<file path="config.mk">
export PLATFORM = sky130hd
export DESIGN_NAME = vga_timing_generator_flat
export DESIGN_NICKNAME = d
export VERILOG_FILES = /design/src/rtl/vga_timing_generator_pkg.sv /design/src/rtl/vga_timing_generator_if.sv /design/src/rtl/vga_timing_generator_axis_decode.sv /design/src/rtl/vga_timing_generator.sv /design/src/flat_wrapper.sv
export SDC_FILE = /design/constraint.sdc
export NUM_CORES = 1
export LEC_CHECK = 0
export ABC_AREA = 1
export BUFFER_PORTS_ARGS = -buffer_cell sky130_fd_sc_hd__buf_4
export CAP_MARGIN = 0
export CORE_UTILIZATION = 40
export CTS_CLUSTER_SIZE = 10
export DETAILED_ROUTE_END_ITERATION = 16
export PLACE_DENSITY_LB_ADDON = 0.08
export REMOVE_ABC_BUFFERS = 1
export SYNTH_ARGS = -nofsm -noshare
export SYNTH_HDL_FRONTEND = slang
export SYNTH_SLANG_ARGS = --single-unit
</file>
<file path="constraint.sdc">
create_clock -name CLK_IN -period 3.2 [get_ports CLK_IN]
set_input_delay 0.16 -clock CLK_IN [delete_from_list [all_inputs] [get_ports CLK_IN]]
set_output_delay 0.16 -clock CLK_IN [all_outputs]
set_load 0.03 [all_outputs]
</file>
<file path="src/rtl/vga_timing_generator_pkg.sv">
// Shared definitions for the VGA timing generator: FSM state encoding and
// standard mode timing sets.
package vga_timing_pkg;

  typedef enum logic [1:0] {
    ST_IDLE   = 2'd0,
    ST_ACTIVE = 2'd1,
    ST_DRAIN  = 2'd2
  } vga_state_t;

  typedef struct packed {
    int unsigned h_active;
    int unsigned h_fp;
    int unsigned h_sync;
    int unsigned h_bp;
    int unsigned v_active;
    int unsigned v_fp;
    int unsigned v_sync;
    int unsigned v_bp;
    bit          h_pol;
    bit          v_pol;
  } vga_mode_t;

  localparam vga_mode_t SVGA_800x600_60 = '{
    h_active: 800, h_fp: 40, h_sync: 128, h_bp: 88,
    v_active: 600, v_fp: 1,  v_sync: 4,   v_bp: 23,
    h_pol: 1'b1, v_pol: 1'b1
  };

  localparam vga_mode_t VGA_640x480_60 = '{
    h_active: 640, h_fp: 16, h_sync: 96, h_bp: 48,
    v_active: 480, v_fp: 10, v_sync: 2,  v_bp: 33,
    h_pol: 1'b0, v_pol: 1'b0
  };

endpackage

</file>
<file path="src/rtl/vga_timing_generator_if.sv">
// Control and timing-output bundle of the VGA timing generator; the
// controller side is the master, the generator the slave.
interface vga_timing_if #(
  parameter int unsigned HW = 11,
  parameter int unsigned VW = 10,
  parameter int unsigned FW = 8
);
  logic          PIX_EN;
  logic          RUN;
  logic [HW-1:0] HCOUNT;
  logic [VW-1:0] VCOUNT;
  logic          HSYNC;
  logic          VSYNC;
  logic          ACTIVE_LOW_HBLANK;
  logic          ACTIVE_LOW_VBLANK;
  logic          DE;
  logic          LINE_START;
  logic          FRAME_START;
  logic [FW-1:0] FRAME_COUNT;

  modport master (
    output PIX_EN, RUN,
    input  HCOUNT, VCOUNT, HSYNC, VSYNC, ACTIVE_LOW_HBLANK, ACTIVE_LOW_VBLANK,
           DE, LINE_START, FRAME_START, FRAME_COUNT
  );

  modport slave (
    input  PIX_EN, RUN,
    output HCOUNT, VCOUNT, HSYNC, VSYNC, ACTIVE_LOW_HBLANK, ACTIVE_LOW_VBLANK,
           DE, LINE_START, FRAME_START, FRAME_COUNT
  );
endinterface

</file>
<file path="src/rtl/vga_timing_generator_axis_decode.sv">
// Per-axis region decoder: maps a pixel or line count to its in-active flag
// and its sync level; also rejects impossible region sets at elaboration.
module vga_axis_decode #(
  parameter int unsigned W      = 11,
  parameter int unsigned ACTIVE = 800,
  parameter int unsigned FP     = 40,
  parameter int unsigned SYNC   = 128,
  parameter int unsigned BP     = 88,
  parameter bit          POL    = 1'b1
) (
  input  logic [W-1:0] count,
  output logic         in_active,
  output logic         sync
);

  localparam longint unsigned TOTAL = 64'(ACTIVE) + 64'(FP) + 64'(SYNC) + 64'(BP);
  localparam longint unsigned SPAN  = 64'd1 << W;

  generate
    if (ACTIVE < 1 || FP < 1 || SYNC < 1 || BP < 1 || TOTAL > SPAN) begin : g_cfg_err
      $error("vga_axis_decode: region widths must be >= 1 and total must fit the counter");
    end
  endgenerate

  localparam logic [W-1:0] ACT_LAST   = W'(ACTIVE - 1);
  localparam logic [W-1:0] SYNC_FIRST = W'(ACTIVE + FP);
  localparam logic [W-1:0] SYNC_LAST  = W'(ACTIVE + FP + SYNC - 1);

  always_comb begin
    in_active = (count <= ACT_LAST);
    sync      = ((count >= SYNC_FIRST) && (count <= SYNC_LAST)) ? POL : ~POL;
  end

endmodule

</file>
<file path="src/rtl/vga_timing_generator.sv">
// VGA timing generator: pixel/line counters with IDLE/ACTIVE/DRAIN control,
// registered sync, blank, DE, line/frame pulses and a completed-frame count.
module vga_timing_generator
  import vga_timing_pkg::*;
#(
  parameter int unsigned H_ACTIVE   = SVGA_800x600_60.h_active,
  parameter int unsigned H_FP       = SVGA_800x600_60.h_fp,
  parameter int unsigned H_SYNC     = SVGA_800x600_60.h_sync,
  parameter int unsigned H_BP       = SVGA_800x600_60.h_bp,
  parameter int unsigned V_ACTIVE   = SVGA_800x600_60.v_active,
  parameter int unsigned V_FP       = SVGA_800x600_60.v_fp,
  parameter int unsigned V_SYNC     = SVGA_800x600_60.v_sync,
  parameter int unsigned V_BP       = SVGA_800x600_60.v_bp,
  parameter bit          H_SYNC_POL = SVGA_800x600_60.h_pol,
  parameter bit          V_SYNC_POL = SVGA_800x600_60.v_pol,
  parameter int unsigned HW         = 11,
  parameter int unsigned VW         = 10,
  parameter int unsigned FW         = 8
) (
  input  logic        CLK_IN,
  input  logic        ACTIVE_LOW_RESET,
  vga_timing_if.slave bus
);

  localparam int unsigned H_TOTAL = H_ACTIVE + H_FP + H_SYNC + H_BP;
  localparam int unsigned V_TOTAL = V_ACTIVE + V_FP + V_SYNC + V_BP;
  localparam logic [HW-1:0] H_LAST = HW'(H_TOTAL - 1);
  localparam logic [VW-1:0] V_LAST = VW'(V_TOTAL - 1);

  vga_state_t    state_q, state_d;
  logic [HW-1:0] h_q, h_d;
  logic [VW-1:0] v_q, v_d;
  logic [FW-1:0] fc_q, fc_d;
  logic          ls_d, fs_d;
  logic          h_last, v_last, end_frame, gen_on;
  logic          h_act_d, v_act_d, h_sync_d, v_sync_d;
  logic          de_q, hb_q, vb_q, hs_q, vs_q, ls_q, fs_q;

  // Decoders look at the next position so every flag lands with its counter.
  vga_axis_decode #(
    .W(HW), .ACTIVE(H_ACTIVE), .FP(H_FP), .SYNC(H_SYNC), .BP(H_BP), .POL(H_SYNC_POL)
  ) u_h_decode (
    .count     (h_d),
    .in_active (h_act_d),
    .sync      (h_sync_d)
  );

  vga_axis_decode #(
    .W(VW), .ACTIVE(V_ACTIVE), .FP(V_FP), .SYNC(V_SYNC), .BP(V_BP), .POL(V_SYNC_POL)
  ) u_v_decode (
    .count     (v_d),
    .in_active (v_act_d),
    .sync      (v_sync_d)
  );

  always_comb begin
    state_d   = state_q;
    h_d       = h_q;
    v_d       = v_q;
    fc_d      = fc_q;
    ls_d      = 1'b0;
    fs_d      = 1'b0;
    h_last    = (h_q == H_LAST);
    v_last    = (v_q == V_LAST);
    end_frame = h_last && v_last;
    case (state_q)
      ST_IDLE: begin
        h_d = '0;
        v_d = '0;
        if (bus.RUN) begin
          state_d = ST_ACTIVE;
          ls_d    = 1'b1;
          fs_d    = 1'b1;
        end
      end
      ST_ACTIVE, ST_DRAIN: begin
        if (h_last) begin
          h_d  = '0;
          ls_d = 1'b1;
          v_d  = v_last ? '0 : v_q + 1'b1;
        end else begin
          h_d = h_q + 1'b1;
        end
        if (end_frame) fc_d = fc_q + 1'b1;
        // RUN re-raised while draining resumes ACTIVE at the current position.
        if (bus.RUN) begin
          state_d = ST_ACTIVE;
          fs_d    = end_frame;
        end else if (state_q == ST_ACTIVE) begin
          state_d = ST_DRAIN;
          fs_d    = end_frame;
        end else if (end_frame) begin
          state_d = ST_IDLE;
          ls_d    = 1'b0;
        end
      end
      default: begin
        state_d = ST_IDLE;
        h_d     = '0;
        v_d     = '0;
      end
    endcase
    gen_on = (state_d != ST_IDLE);
  end

  always_ff @(posedge CLK_IN or negedge ACTIVE_LOW_RESET) begin
    if (!ACTIVE_LOW_RESET) begin
      state_q <= ST_IDLE;
      h_q     <= '0;
      v_q     <= '0;
      fc_q    <= '0;
      de_q    <= 1'b0;
      hb_q    <= 1'b0;
      vb_q    <= 1'b0;
      hs_q    <= ~H_SYNC_POL;
      vs_q    <= ~V_SYNC_POL;
      ls_q    <= 1'b0;
      fs_q    <= 1'b0;
    end else if (bus.PIX_EN) begin
      state_q <= state_d;
      h_q     <= h_d;
      v_q     <= v_d;
      fc_q    <= fc_d;
      de_q    <= gen_on && h_act_d && v_act_d;
      hb_q    <= gen_on && h_act_d;
      vb_q    <= gen_on && v_act_d;
      hs_q    <= gen_on ? h_sync_d : ~H_SYNC_POL;
      vs_q    <= gen_on ? v_sync_d : ~V_SYNC_POL;
      ls_q    <= ls_d;
      fs_q    <= fs_d;
    end else begin
      ls_q <= 1'b0;
      fs_q <= 1'b0;
    end
  end

  assign bus.HCOUNT            = h_q;
  assign bus.VCOUNT            = v_q;
  assign bus.FRAME_COUNT       = fc_q;
  assign bus.DE                = de_q;
  assign bus.ACTIVE_LOW_HBLANK = hb_q;
  assign bus.ACTIVE_LOW_VBLANK = vb_q;
  assign bus.HSYNC             = hs_q;
  assign bus.VSYNC             = vs_q;
  assign bus.LINE_START        = ls_q;
  assign bus.FRAME_START       = fs_q;

endmodule

</file>
<file path="src/flat_wrapper.sv">
// flat-port wrapper written by rule: the top's interface ports become plain ports
module vga_timing_generator_flat import vga_timing_pkg::*;
#(
  parameter int unsigned H_ACTIVE   = SVGA_800x600_60.h_active,
  parameter int unsigned H_FP       = SVGA_800x600_60.h_fp,
  parameter int unsigned H_SYNC     = SVGA_800x600_60.h_sync,
  parameter int unsigned H_BP       = SVGA_800x600_60.h_bp,
  parameter int unsigned V_ACTIVE   = SVGA_800x600_60.v_active,
  parameter int unsigned V_FP       = SVGA_800x600_60.v_fp,
  parameter int unsigned V_SYNC     = SVGA_800x600_60.v_sync,
  parameter int unsigned V_BP       = SVGA_800x600_60.v_bp,
  parameter bit          H_SYNC_POL = SVGA_800x600_60.h_pol,
  parameter bit          V_SYNC_POL = SVGA_800x600_60.v_pol,
  parameter int unsigned HW         = 11,
  parameter int unsigned VW         = 10,
  parameter int unsigned FW         = 8
)
  (CLK_IN, ACTIVE_LOW_RESET, bus_PIX_EN, bus_RUN, bus_HCOUNT, bus_VCOUNT, bus_HSYNC, bus_VSYNC, bus_ACTIVE_LOW_HBLANK, bus_ACTIVE_LOW_VBLANK, bus_DE, bus_LINE_START, bus_FRAME_START, bus_FRAME_COUNT);
  vga_timing_if #(.HW(HW), .VW(VW), .FW(FW)) bus_i ();
  input  logic CLK_IN;
  input  logic ACTIVE_LOW_RESET;
  input wire logic [$bits(bus_i.PIX_EN)-1:0] bus_PIX_EN;
  input wire logic [$bits(bus_i.RUN)-1:0] bus_RUN;
  output wire logic [$bits(bus_i.HCOUNT)-1:0] bus_HCOUNT;
  output wire logic [$bits(bus_i.VCOUNT)-1:0] bus_VCOUNT;
  output wire logic [$bits(bus_i.HSYNC)-1:0] bus_HSYNC;
  output wire logic [$bits(bus_i.VSYNC)-1:0] bus_VSYNC;
  output wire logic [$bits(bus_i.ACTIVE_LOW_HBLANK)-1:0] bus_ACTIVE_LOW_HBLANK;
  output wire logic [$bits(bus_i.ACTIVE_LOW_VBLANK)-1:0] bus_ACTIVE_LOW_VBLANK;
  output wire logic [$bits(bus_i.DE)-1:0] bus_DE;
  output wire logic [$bits(bus_i.LINE_START)-1:0] bus_LINE_START;
  output wire logic [$bits(bus_i.FRAME_START)-1:0] bus_FRAME_START;
  output wire logic [$bits(bus_i.FRAME_COUNT)-1:0] bus_FRAME_COUNT;
  assign bus_i.PIX_EN = bus_PIX_EN;
  assign bus_i.RUN = bus_RUN;
  assign bus_HCOUNT = bus_i.HCOUNT;
  assign bus_VCOUNT = bus_i.VCOUNT;
  assign bus_HSYNC = bus_i.HSYNC;
  assign bus_VSYNC = bus_i.VSYNC;
  assign bus_ACTIVE_LOW_HBLANK = bus_i.ACTIVE_LOW_HBLANK;
  assign bus_ACTIVE_LOW_VBLANK = bus_i.ACTIVE_LOW_VBLANK;
  assign bus_DE = bus_i.DE;
  assign bus_LINE_START = bus_i.LINE_START;
  assign bus_FRAME_START = bus_i.FRAME_START;
  assign bus_FRAME_COUNT = bus_i.FRAME_COUNT;
  vga_timing_generator #(.H_ACTIVE(H_ACTIVE), .H_FP(H_FP), .H_SYNC(H_SYNC), .H_BP(H_BP), .V_ACTIVE(V_ACTIVE), .V_FP(V_FP), .V_SYNC(V_SYNC), .V_BP(V_BP), .H_SYNC_POL(H_SYNC_POL), .V_SYNC_POL(V_SYNC_POL), .HW(HW), .VW(VW), .FW(FW)) u_core (.CLK_IN(CLK_IN), .ACTIVE_LOW_RESET(ACTIVE_LOW_RESET), .bus(bus_i));
endmodule
</file>
# Word level (Yosys, flattened, before mapping)

Cells that the tools add are included.

Equality and inequality tests: 4
Muxes and demuxes: 25
Shift operators: 0
$add $sub $neg: 3
Order comparisons: 6
Bitwise logic cells: 0
Multipliers: 0
Reductions and logical operators: 10
Divide/modulo/power cells: 0

Operators by type and width:

| operator                                                                              | count |
|---|---|
| 10-bit two-way mux                                                                    | 3 |
| 11-bit by 10-bit <= comparator with 1-bit output, second input constant               | 2 |
| 11-bit two-way mux                                                                    | 2 |
| 10-bit <= comparator, second input constant                                           | 2 |
| 1-bit two-way mux                                                                     | 13 |
| 11-bit by 1-bit adder with 11-bit output, second input constant                       | 1 |
| 11-bit equality test, second input constant                                           | 1 |
| 11-bit by 10-bit greater-or-equal comparator with 1-bit output, second input constant | 1 |
| 10-bit by 1-bit adder with 10-bit output, second input constant                       | 1 |
| 10-bit equality test, second input constant                                           | 1 |
| 10-bit greater-or-equal comparator, second input constant                             | 1 |
| 8-bit by 1-bit adder with 8-bit output, second input constant                         | 1 |
| 2-bit two-way mux                                                                     | 4 |
| 1-bit logical AND                                                                     | 6 |
| 1-bit one-hot mux with 2 select lines                                                 | 2 |
| 2-bit one-hot mux with 2 select lines                                                 | 1 |
| 3-bit AND reduction                                                                   | 1 |
| 2-bit by 1-bit equality test with 1-bit output, second input constant                 | 1 |
| 2-bit equality test, second input constant                                            | 1 |
| 2-bit logical NOT                                                                     | 1 |
| 2-bit nonzero test                                                                    | 1 |
| 2-bit OR reduction                                                                    | 1 |

Memory bits (read-only): 0
Output and inout bits: 36
Bits in registers: 38
Word-level logic and storage cells: 59
Input port bits: 4
Memories kept: 0
RAM bits: 0
Bits in latches: 0

# Logic depth before layout (Yosys ltp)

Gate-level depths: netlist of the first run.

Depth after elaboration: 9
Mapped depth: 16
Gate-level depth less buffers: 16

# Modules after synthesis

From an unflattened synthesis of the first run, not the netlist that was laid out.

Cells, all modules: 371
Area total of the unflattened synthesis: 2651.3 µm²

Modules (own cells, without submodules):

| module                               | area each (µm²) | instances | cells each | seq. area each (µm²) |
|---|---|---|---|---|
| vga_timing_generator                 | 2447.3          | 1         | 318        | 950.9 |
| vga_axis_decode at u_core.u_v_decode | 150.1           | 1         | 39         | 0.0 |
| vga_axis_decode at u_core.u_h_decode | 53.8            | 1         | 14         | 0.0 |

# Worst setup path before layout of the first run

OpenSTA, ideal clock, no wires.

Path type: reg-to-reg
Start: register u_core.v_q[0] (netlist: u_core.bus.VCOUNT[0])
End: register u_core.fc_q[6] (netlist: u_core.bus.FRAME_COUNT[6])
Slack: 1137 ps
Period minus slack after synthesis: 2063 ps
Stages on the path, launching flop included: 12
Data required time: 3076 ps
Arrival time: 1938 ps
Path through: dfrtp_1 -> ha_1 -> inv_1 -> nor3_1 -> nand3_1 -> inv_2 -> nand2_1 -> nor3_2 -> nand3_1 -> nor2_2 -> nand3_1 -> xor2_1

Word-level cells in the longest chain between the ends: 3

Ends and longest elaborated chain:

| item                                 | line                        | RTL |
|---|---|---|
| start: declaration                   | vga_timing_generator.sv:32  | `logic [VW-1:0] v_q, v_d;` |
| start signal: assignment             | vga_timing_generator.sv:122 | `v_q <= v_d;` |
| 10-bit equality test                 | vga_timing_generator.sv:64  | `v_last = (v_q == V_LAST);` |
| 1-bit logical AND                    | vga_timing_generator.sv:65  | `end_frame = h_last && v_last;` |
| 3-bit AND reduction (no source line) | -                           |  |
| end signal: assignment               | vga_timing_generator.sv:111 | `fc_q <= '0;` |
| end signal: assignment               | vga_timing_generator.sv:123 | `fc_q <= fc_d;` |
| end: declaration                     | vga_timing_generator.sv:33  | `logic [FW-1:0] fc_q, fc_d;` |

Every way passes these cells.
A chain may end at the register's enable or synchronous reset.

# Worst setup path in the final report of the first run

Start: register u_core.state_q[0]
End: register u_core.vs_q (netlist: u_core.bus.VSYNC)

Word-level cells in the longest chain between the ends: 7
Elaborated cells on any way between the ends: 16
Classes of those cells: 2 x order compare; 2 x eq/ne; 8 x mux; 4 x reduce/logical

Ends and longest elaborated chain:

| item                                                                                  | line                                                   | RTL |
|---|---|---|
| start: declaration                                                                    | vga_timing_generator.sv:30                             | `vga_state_t state_q, state_d;` |
| start signal: assignment                                                              | vga_timing_generator.sv:120                            | `state_q <= state_d;` |
| 2-bit equality test or 2-bit by 1-bit equality test with 1-bit output (tied branches) | vga_timing_generator.sv:66, vga_timing_generator.sv:89 |  |
| 2-bit OR reduction                                                                    | vga_timing_generator.sv:66                             | `case (state_q)` |
| 10-bit two-way mux                                                                    | vga_timing_generator.sv:66                             |  |
| 10-bit greater-or-equal comparator or 10-bit <= comparator (tied branches)            | vga_timing_generator_axis_decode.sv:31                 | `sync = ((count >= SYNC_FIRST) && (count <= SYNC_LAST)) ? POL : ~POL;` |
| 1-bit logical AND                                                                     | vga_timing_generator_axis_decode.sv:31                 |  |
| 1-bit two-way mux                                                                     | vga_timing_generator_axis_decode.sv:31                 |  |
| 1-bit two-way mux (*)                                                                 | vga_timing_generator.sv:128                            | `vs_q <= gen_on ? v_sync_d : ~V_SYNC_POL;` |
| end signal: assignment                                                                | vga_timing_generator.sv:116                            | `vs_q <= ~V_SYNC_POL;` |
| end signal: assignment                                                                | vga_timing_generator.sv:128                            |  |
| end: declaration                                                                      | vga_timing_generator.sv:37                             | `logic de_q, hb_q, vb_q, hs_q, vs_q, ls_q, fs_q;` |

Every way passes the cells marked *; elsewhere a longest branch is shown, timed or not.

==> run_results.csv, run 1 <==
group,metric,value,unit
floorplan,dieArea,0.00626,mm²
synthesis,syn_area_per_cell,7.33,µm²
clock_network,cts.repair.resized,0,
worst_setup_path,critPathKind,"reg2reg",
timing,finalHoldViolations,0,
routing,wl,5830,µm
global_routing,track_usage,20.1,%
outcome,status,"completed",
synthesis,synth_area,0.00238,mm²
clock_network,cts_tree,"built",
synthesis,synth_top_area_cell,"dfrtp_1",
floorplan,core,0.00561,mm²
worst_setup_path,critPathSlowestCell,"ha_1",
clock_network,clock_latency,0.29,ns
worst_setup_path,cpMostUsedCell,"nand2_1",
timing,fmax,440,MHz
global_routing,grt_pass1_wl,9850,µm
placement,place.gp.congestion,0.833,
synthesis,seq_area_frac_synth,39.9,%
timing,finalSetupViolCount,0,
routing,routedWlPerCell,13.3,µm
floorplan,std_cell_rows,27,
clock_network,cts-buffers-inserted,5,
global_routing,antenna_found_initial,0,
synthesis,ys.flop_type,"dfrtp_1",
clock_network,clk_pin_slew,0.08,ns
job,drv_cap,0,
global_routing,grt_pass1_vias,2107,
worst_setup_path,cp.required,3.43,ns
layout,n_antenna_cell,0,
worst_setup_path,path_max_fanout,15,
routing,drt_pass1_iterations,6,
global_routing,grt_start_max_net_pins,39,
synthesis,yosysMostFrequentCell,"nand2_1",
routing,antenna_left,0,
placement,numPortBuffers,39,
floorplan,die_x,79.2,µm
synthesis,yosysUniqueCellTypes,32,
global_routing,overflow,0,
pwr,irDropWorstVdd,277,µV
synthesis,yosys-top-cells-count,"99 x nand2_1, 40 x inv_1, 38 x dfrtp_1",
floorplan,die_y,79.2,µm
synthesis,yosys.area.top_type_share,39.9,%
clock_network,ctsHtreeMaxLevel,2,
synthesis,synth_area_leaders,"dfrtp_1 40%, nand2_1 16%, nand3_1 6.9%",
clock_network,cts_setup_buffers,0,
worst_setup_path,start_kind,"register",
synthesis,yosysWarnings,0,
worst_setup_path,critPathCaptureType,"register",
routing,drtIter0Drc,127,
routing,drc,0,
synthesis,async_flop_share,100,%
worst_setup_path,crit_path_max_incr_delay,0.63,ns
worst_setup_path,worst-endpoint-arrival,2.51,ns
floorplan,initial_core_util,42.5,%
timing,worst_pin_slew,0.901,ns
pwr,powerDensity,533,mW/mm²
pwr,leakage,1.52,nW
timing,fin_setup_tns,0,ns
layout,ff_latch_area,951,µm²
worst_setup_path,crit_chain,"inv_1 -> ha_1 -> inv_1 -> a21oi_2 -> nand2_1 -> nor2_4 -> nand2_1 -> nand2_1 -> nand2_1 -> nand2_1 -> nand2_1 -> nand2_1",
placement,hpwlAfterDp,4230,µm
clock_network,clockBufferDepth,2,
floorplan,pin_count,40,
synthesis,synth_cells,325,
layout,drive_gt1_share,18.0,%
timing,maxSlewViolCount,0,
timing,slew_headroom,39.9,%
placement,place_area,0.00274,mm²
synthesis,ys_ff_latch,38,
layout,area_growth,21.3,%
synthesis,synth_edf_count,0,
routing,dr_total_vias,2285,
layout,utilization,51.5,%
routing,via_per_inst,5.21,
layout,final_area,0.00289,mm²
timing,fin_worst_skew,0.00720,ns
clock_network,root_buffer,"clkbuf_8",
timing,rsz0062_at_grt,"no",
layout,fillers,574,
timing,period_needed,2.27,ns
clock_network,cts.sinks,38,
timing,period_share,71.0,%
layout,final_nets,376,
layout,multi_input_area,0.00124,mm²
min_path,hp-class,"in2reg",
[path summary, 6_finish.rpt]
check                                                         to  cells past startpoint                                  start  slack (ns)
setup / recovery                    u_core.bus.VSYNC$_DFFE_PN0P_                     12          u_core.state_q[0]$_DFFE_PN0P_        0.93
hold / removal                   u_core.bus.LINE_START$_DFF_PN0_                      3                                bus_RUN        0.16
setup reg to reg                    u_core.bus.VSYNC$_DFFE_PN0P_                     12          u_core.state_q[0]$_DFFE_PN0P_        0.93
hold reg to reg            u_core.bus.FRAME_COUNT[7]$_DFFE_PN0P_                      1  u_core.bus.FRAME_COUNT[7]$_DFFE_PN0P_        0.47
max in group asynchronous              u_core.bus.DE$_DFFE_PN0P_                      2                       ACTIVE_LOW_RESET        2.48
min in group asynchronous       u_core.bus.HCOUNT[6]$_DFFE_PN0P_                      2                       ACTIVE_LOW_RESET        0.37
[cell usage in the layout (no fill, tap or decap), types with 3 or more instances in the layout]
cell	n
nand2_1	99
inv_1	40
nor2_1	21
o22ai_1	5
clkbuf_8	5
nor2_4	5
nand4_1	8
nand3_1	33
inv_2	3
o21ai_0	25
a21oi_1	3
ha_1	6
dfrtp_1	38
xor2_1	8
buf_4	39
[state kept, by name, indices dropped and copies added (netlist names)]
register and count:
u_core.bus.ACTIVE_LOW_HBLANK 1, u_core.bus.ACTIVE_LOW_VBLANK 1, u_core.bus.DE 1, u_core.bus.FRAME_COUNT 8
u_core.bus.FRAME_START 1, u_core.bus.HCOUNT 11, u_core.bus.HSYNC 1, u_core.bus.LINE_START 1
u_core.bus.VCOUNT 10, u_core.bus.VSYNC 1, u_core.state_q 2
[final cells by class]
cell class / count / area share, %
Inverter: 44 / 5.81
Clock buffer: 5 / 2.38
Clock inverter: 3 / 2.38
Timing Repair Buffer: 40 / 10.5
Multi-Input combinational cell: 237 / 42.9
Tap cell: 72 / 3.12
Sequential cell: 38 / 32.9
[layer usage]
layer	routed length, µm	track usage, %
met2	2890	35.2
met4	88	7.09
met1	2630	25.0
met5	0	0
met3	223	2.87
[critical path, delay by kind of cell (launching register included)]
| family | cells | cell delay, ns |
|---|---|---|
| AO/OA/AOI/OAI | 1 | 0.25 |
| adder cells (fa/ha/maj) | 1 | 0.63 |
| buffers and inverters | 2 | 0.30 |
| flip-flops | 1 | 0.41 |
| AND/OR/NAND/NOR | 8 | 0.61 |
[power breakdown]
part | total, mW | switching (mW) | internal [mW]
clock network | 0.505 | 0.193 | 0.313
registers | 0.576 | 0.0449 | 0.531
logic | 0.457 | 0.315 | 0.142
total | 1.54 | 0.553 | 0.985
[stage by stage]
step           setup WS, ns  instances  hold WS, ns  power, mW
5_1_grt               0.658        439        0.185       1.63
3_5_place_dp          0.941        430        0.163       1.04
6_report              0.929        439        0.163       1.54
4_1_cts               0.926        439        0.165       1.55
2_1_floorplan          1.14        319       -0.136      0.884
3_3_place_gp          0.972        430        0.164       1.03
[repair_timing]
item / CTS / global route
endpoints found under the hold margin: 38 / 0
hold buffers: 1 / 0
endpoints found under the setup margin: 0 / 0
[kinds of logic (layout without fill, tap and decap cells)]
| logic type | Yosys count | after routing | synth area share (%) |
|---|---|---|---|
| fa+ha+maj | 6 | 6 | 3.15 |
| simple gates | 180 | 180 | 35.4 |
| xor+xnor | 10 | 10 | 3.68 |
| compound gates | 41 | 41 | 9.77 |
| flops | 38 | 38 | 39.9 |
| buf+inv | 50 | 92 | 8.04 |
No activity file was read; power rests on OpenSTA's default activity.
==> inputs of run 2 (changes only) <==
Settings changed: ABC_AREA 1 to 0.
Clock period 3.2 ns to 2.1 ns, I/O delays scaled along.
==> run_results.csv, run 2 <==
group,metric,value,unit
synthesis,ys_ff_latch,38,
synthesis,synth_cells,266,
synthesis,yosys-top-cells-count,"38 x dfrtp_1, 32 x nand2_1, 26 x o21ai_0",
min_path,min_from,"bus_RUN",
clock_network,root_buffer,"clkbuf_8",
floorplan,die_y,78.6,µm
placement,place.gp.congestion,0.892,
synthesis,async_flop_share,100,%
placement,hpwlAfterDp,5230,µm
layout,final_nets,394,
worst_setup_path,r2r_slack,-0.37,ns
synthesis,ys.flop_type,"dfrtp_1",
timing,maxSlewViolCount,0,
synthesis,synth_top_area_cell,"dfrtp_1",
pwr,irDropWorstVdd,591,µV
timing,worst_slack,-0.372,ns
clock_network,clock_latency,0.30,ns
synthesis,yosysWarnings,0,
layout,n_antenna_cell,0,
layout,stdcell_count,457,
synthesis,syn_area_per_cell,8.83,µm²
floorplan,core,0.00557,mm²
worst_setup_path,worst-endpoint-arrival,2.65,ns
routing,routedWlPerCell,16.1,µm
pwr,combPwrFrac,49.2,%
clock_network,cts_tree,"built",
placement,numPortBuffers,39,
clock_network,cts-buffers-inserted,5,
worst_setup_path,critPathCaptureType,"register",
synthesis,seq_area_frac_synth,40.5,%
layout,fillers,450,
outcome,status,"complete, but fails checks",
routing,drt_pass1_iterations,4,
layout,final_common_cell,"buf_4",
floorplan,dieArea,0.00619,mm²
outcome,violations,"negative setup slack",
timing,finalHoldViolations,0,
clock_network,clk_pin_slew,0.08,ns
synthesis,synth_top_family_by_area,"simple AND/OR/NAND/NOR gates",
layout,largest_register_ffs,11,
synthesis,yosys.area.top_type_share,40.5,%
placement,post-place-ws,-0.447,ns
pwr,power.share.switching,37.2,%
routing,antenna_left,0,
layout,mostFrequentLayoutCells,"116 x buf_4, 38 x dfrtp_1, 28 x nand2_1",
timing,fmax,405,MHz
pwr,p_total,3.25,mW
global_routing,grt_pass1_vias,2422,
clock_network,cts.sinks,38,
timing,period_needed,2.47,ns
worst_setup_path,start_kind,"register",
global_routing,antenna_found_initial,0,
layout,drive_gt1_share,50.6,%
global_routing,overflow,0,
job,drv_cap,0,
pwr,switchingPower,1.21,mW
timing,fin_worst_skew,0.00900,ns
pwr,powerDensity,848,mW/mm²
worst_setup_path,cp-startpoint,"u_core.bus.HCOUNT[5]$_DFFE_PN0P_",
routing,drc,0,
routing,dr_total_vias,2501,
timing,rsz0062_at_grt,"yes",
synthesis,synthSimpleGateAreaFrac,24.1,%
synthesis,synthAdderAreaFrac,3.19,%
min_path,hp-class,"in2reg",
synthesis,synth_edf_count,0,
synthesis,synth_area_leaders,"dfrtp_1 40%, o21ai_0 5.5%, nand2_1 5.1%",
floorplan,std_cell_rows,27,
pwr,p_int,2.04,mW
layout,area_growth,63.3,%
worst_setup_path,path_max_fanout,4,
clock_network,ctsHtreeMaxLevel,2,
timing,slew_headroom,42.9,%
floorplan,pin_count,40,
worst_setup_path,cp.required,2.28,ns
global_routing,grt_start_max_net_pins,39,
synthesis,synth_compound_area_share,19.1,%
timing,fin_setup_tns,-4.63,ns
clock_network,clockBufferDepth,2,
routing,drtIter0Drc,130,
floorplan,die_x,78.6,µm
floorplan,initial_core_util,42.2,%
pwr,p_clk_share,24.2,%
worst_setup_path,rr_startpoint,"u_core.bus.HCOUNT[5]$_DFFE_PN0P_",
global_routing,grt_pass1_wl,11700,µm
timing,period_share,118,%
timing,finalSetupViolCount,26,
synthesis,yosysMostFrequentCell,"dfrtp_1",
worst_setup_path,critPathKind,"reg2reg",
routing,wl,7360,µm
placement,dp_cells,436,
timing,worst_pin_slew,0.846,ns
routing,via_per_inst,5.47,
synthesis,yosysUniqueCellTypes,47,
synthesis,synth_xor_area_share,6.34,%
global_routing,track_usage,24.8,%
pwr,seq_power_share,26.6,%
pwr,leakage,1.74,nW
synthesis,synth_mux_area_share,2.34,%
timing,hold_ws,0.0951,ns
synthesis,synth_area,0.00235,mm²
## run 2: changes by cell type in the layout (fill, tap and decap cells not counted), sizes merged, moves of 5 or more
cell	before	now
buf	39	125
inv	44	10
nand2	101	32
nand3	35	18
nor2	28	10
nor3	4	12
nor4	0	5
o2bb2ai	0	5
o31ai	2	10
xnor2	2	13
## run 2: final timing paths
kind	to	cells past startpoint
min in group asynchronous	u_core.bus.FRAME_START$_DFF_PN0_	2
worst max register to register	u_core.bus.VSYNC$_DFFE_PN0P_	7
max in group asynchronous	u_core.bus.HCOUNT[2]$_DFFE_PN0P_	2
worst min register to register	u_core.bus.FRAME_COUNT[7]$_DFFE_PN0P_	1
worst min-delay path	u_core.bus.LINE_START$_DFF_PN0_	3
worst max-delay path	u_core.bus.VSYNC$_DFFE_PN0P_	7
## run 2: power by group through the flow
stage	combinational (mW)	sequential (mW)	clock (mW)
2_1_floorplan	0.461	1.03	0
3_3_place_gp	1.30	0.876	0
3_5_place_dp	1.31	0.878	0
4_1_cts	1.45	0.864	0.803
5_1_grt	1.73	0.874	0.830
6_report	1.60	0.866	0.788
## run 2: metrics by stage
step           cell area (µm²)  util [%]
2_1_floorplan             2280         -
6_report                  3840      68.8
3_5_place_dp              3220      57.8
4_1_cts                   3620      64.9
3_3_place_gp              3220      57.8
5_1_grt                   3840      68.8
## run 2: logic make-up (layout without fill, tap and decap cells)
group,Yosys count,in the layout
buffers and inverters,25,144
flip-flops,38,38
XOR/XNOR,17,17
AND/OR/NAND/NOR,107,107
AO/OA/AOI/OAI,68,68
adder cells (fa/ha/maj),6,6
multiplexers,5,5
## run 2: worst max-delay path, stage by stage, from the launching register on
cell       delay, ns
dfrtp_1         0.38
or4b_4          0.58
or3_4           0.36
or3_4           0.39
a32oi_2         0.17
a22oi_2         0.09
o31ai_1         0.31
o2bb2ai_2       0.08
## run 2: layer usage
metal | vias up | track usage (%) | part of all wire [%]
met2 | 55 | 41.5 | 48
met1 | 1217 | 32.3 | 46
met3 | 13 | 3.84 | 3.6
met4 | 0 | 8.33 | 2.1
met5 | - | 0 | 0
li1 | 1216 | - | -
## run 2: cell type report
class,count,area (µm²),area share [%]
flip-flops and latches,38,951,24.8
well taps,72,90.1,2.35
clock inverters,2,60.1,1.57
clock buffers,6,82.6,2.15
repair buffers,126,986,25.7
inverters,10,37.5,0.978
multi-input cells,203,1630,42.5
## run 2: timing repair
| action | 4_1_cts | 5_1_grt |
|---|---|---|
| endpoints found under the setup margin | 27 | 31 |
| hold buffers | 1 | 0 |
| gates resized for setup | 44 | 43 |
| endpoints found under the hold margin | 38 | 0 |
| pin swaps | 27 | 17 |
| setup buffers | 9 | 5 |
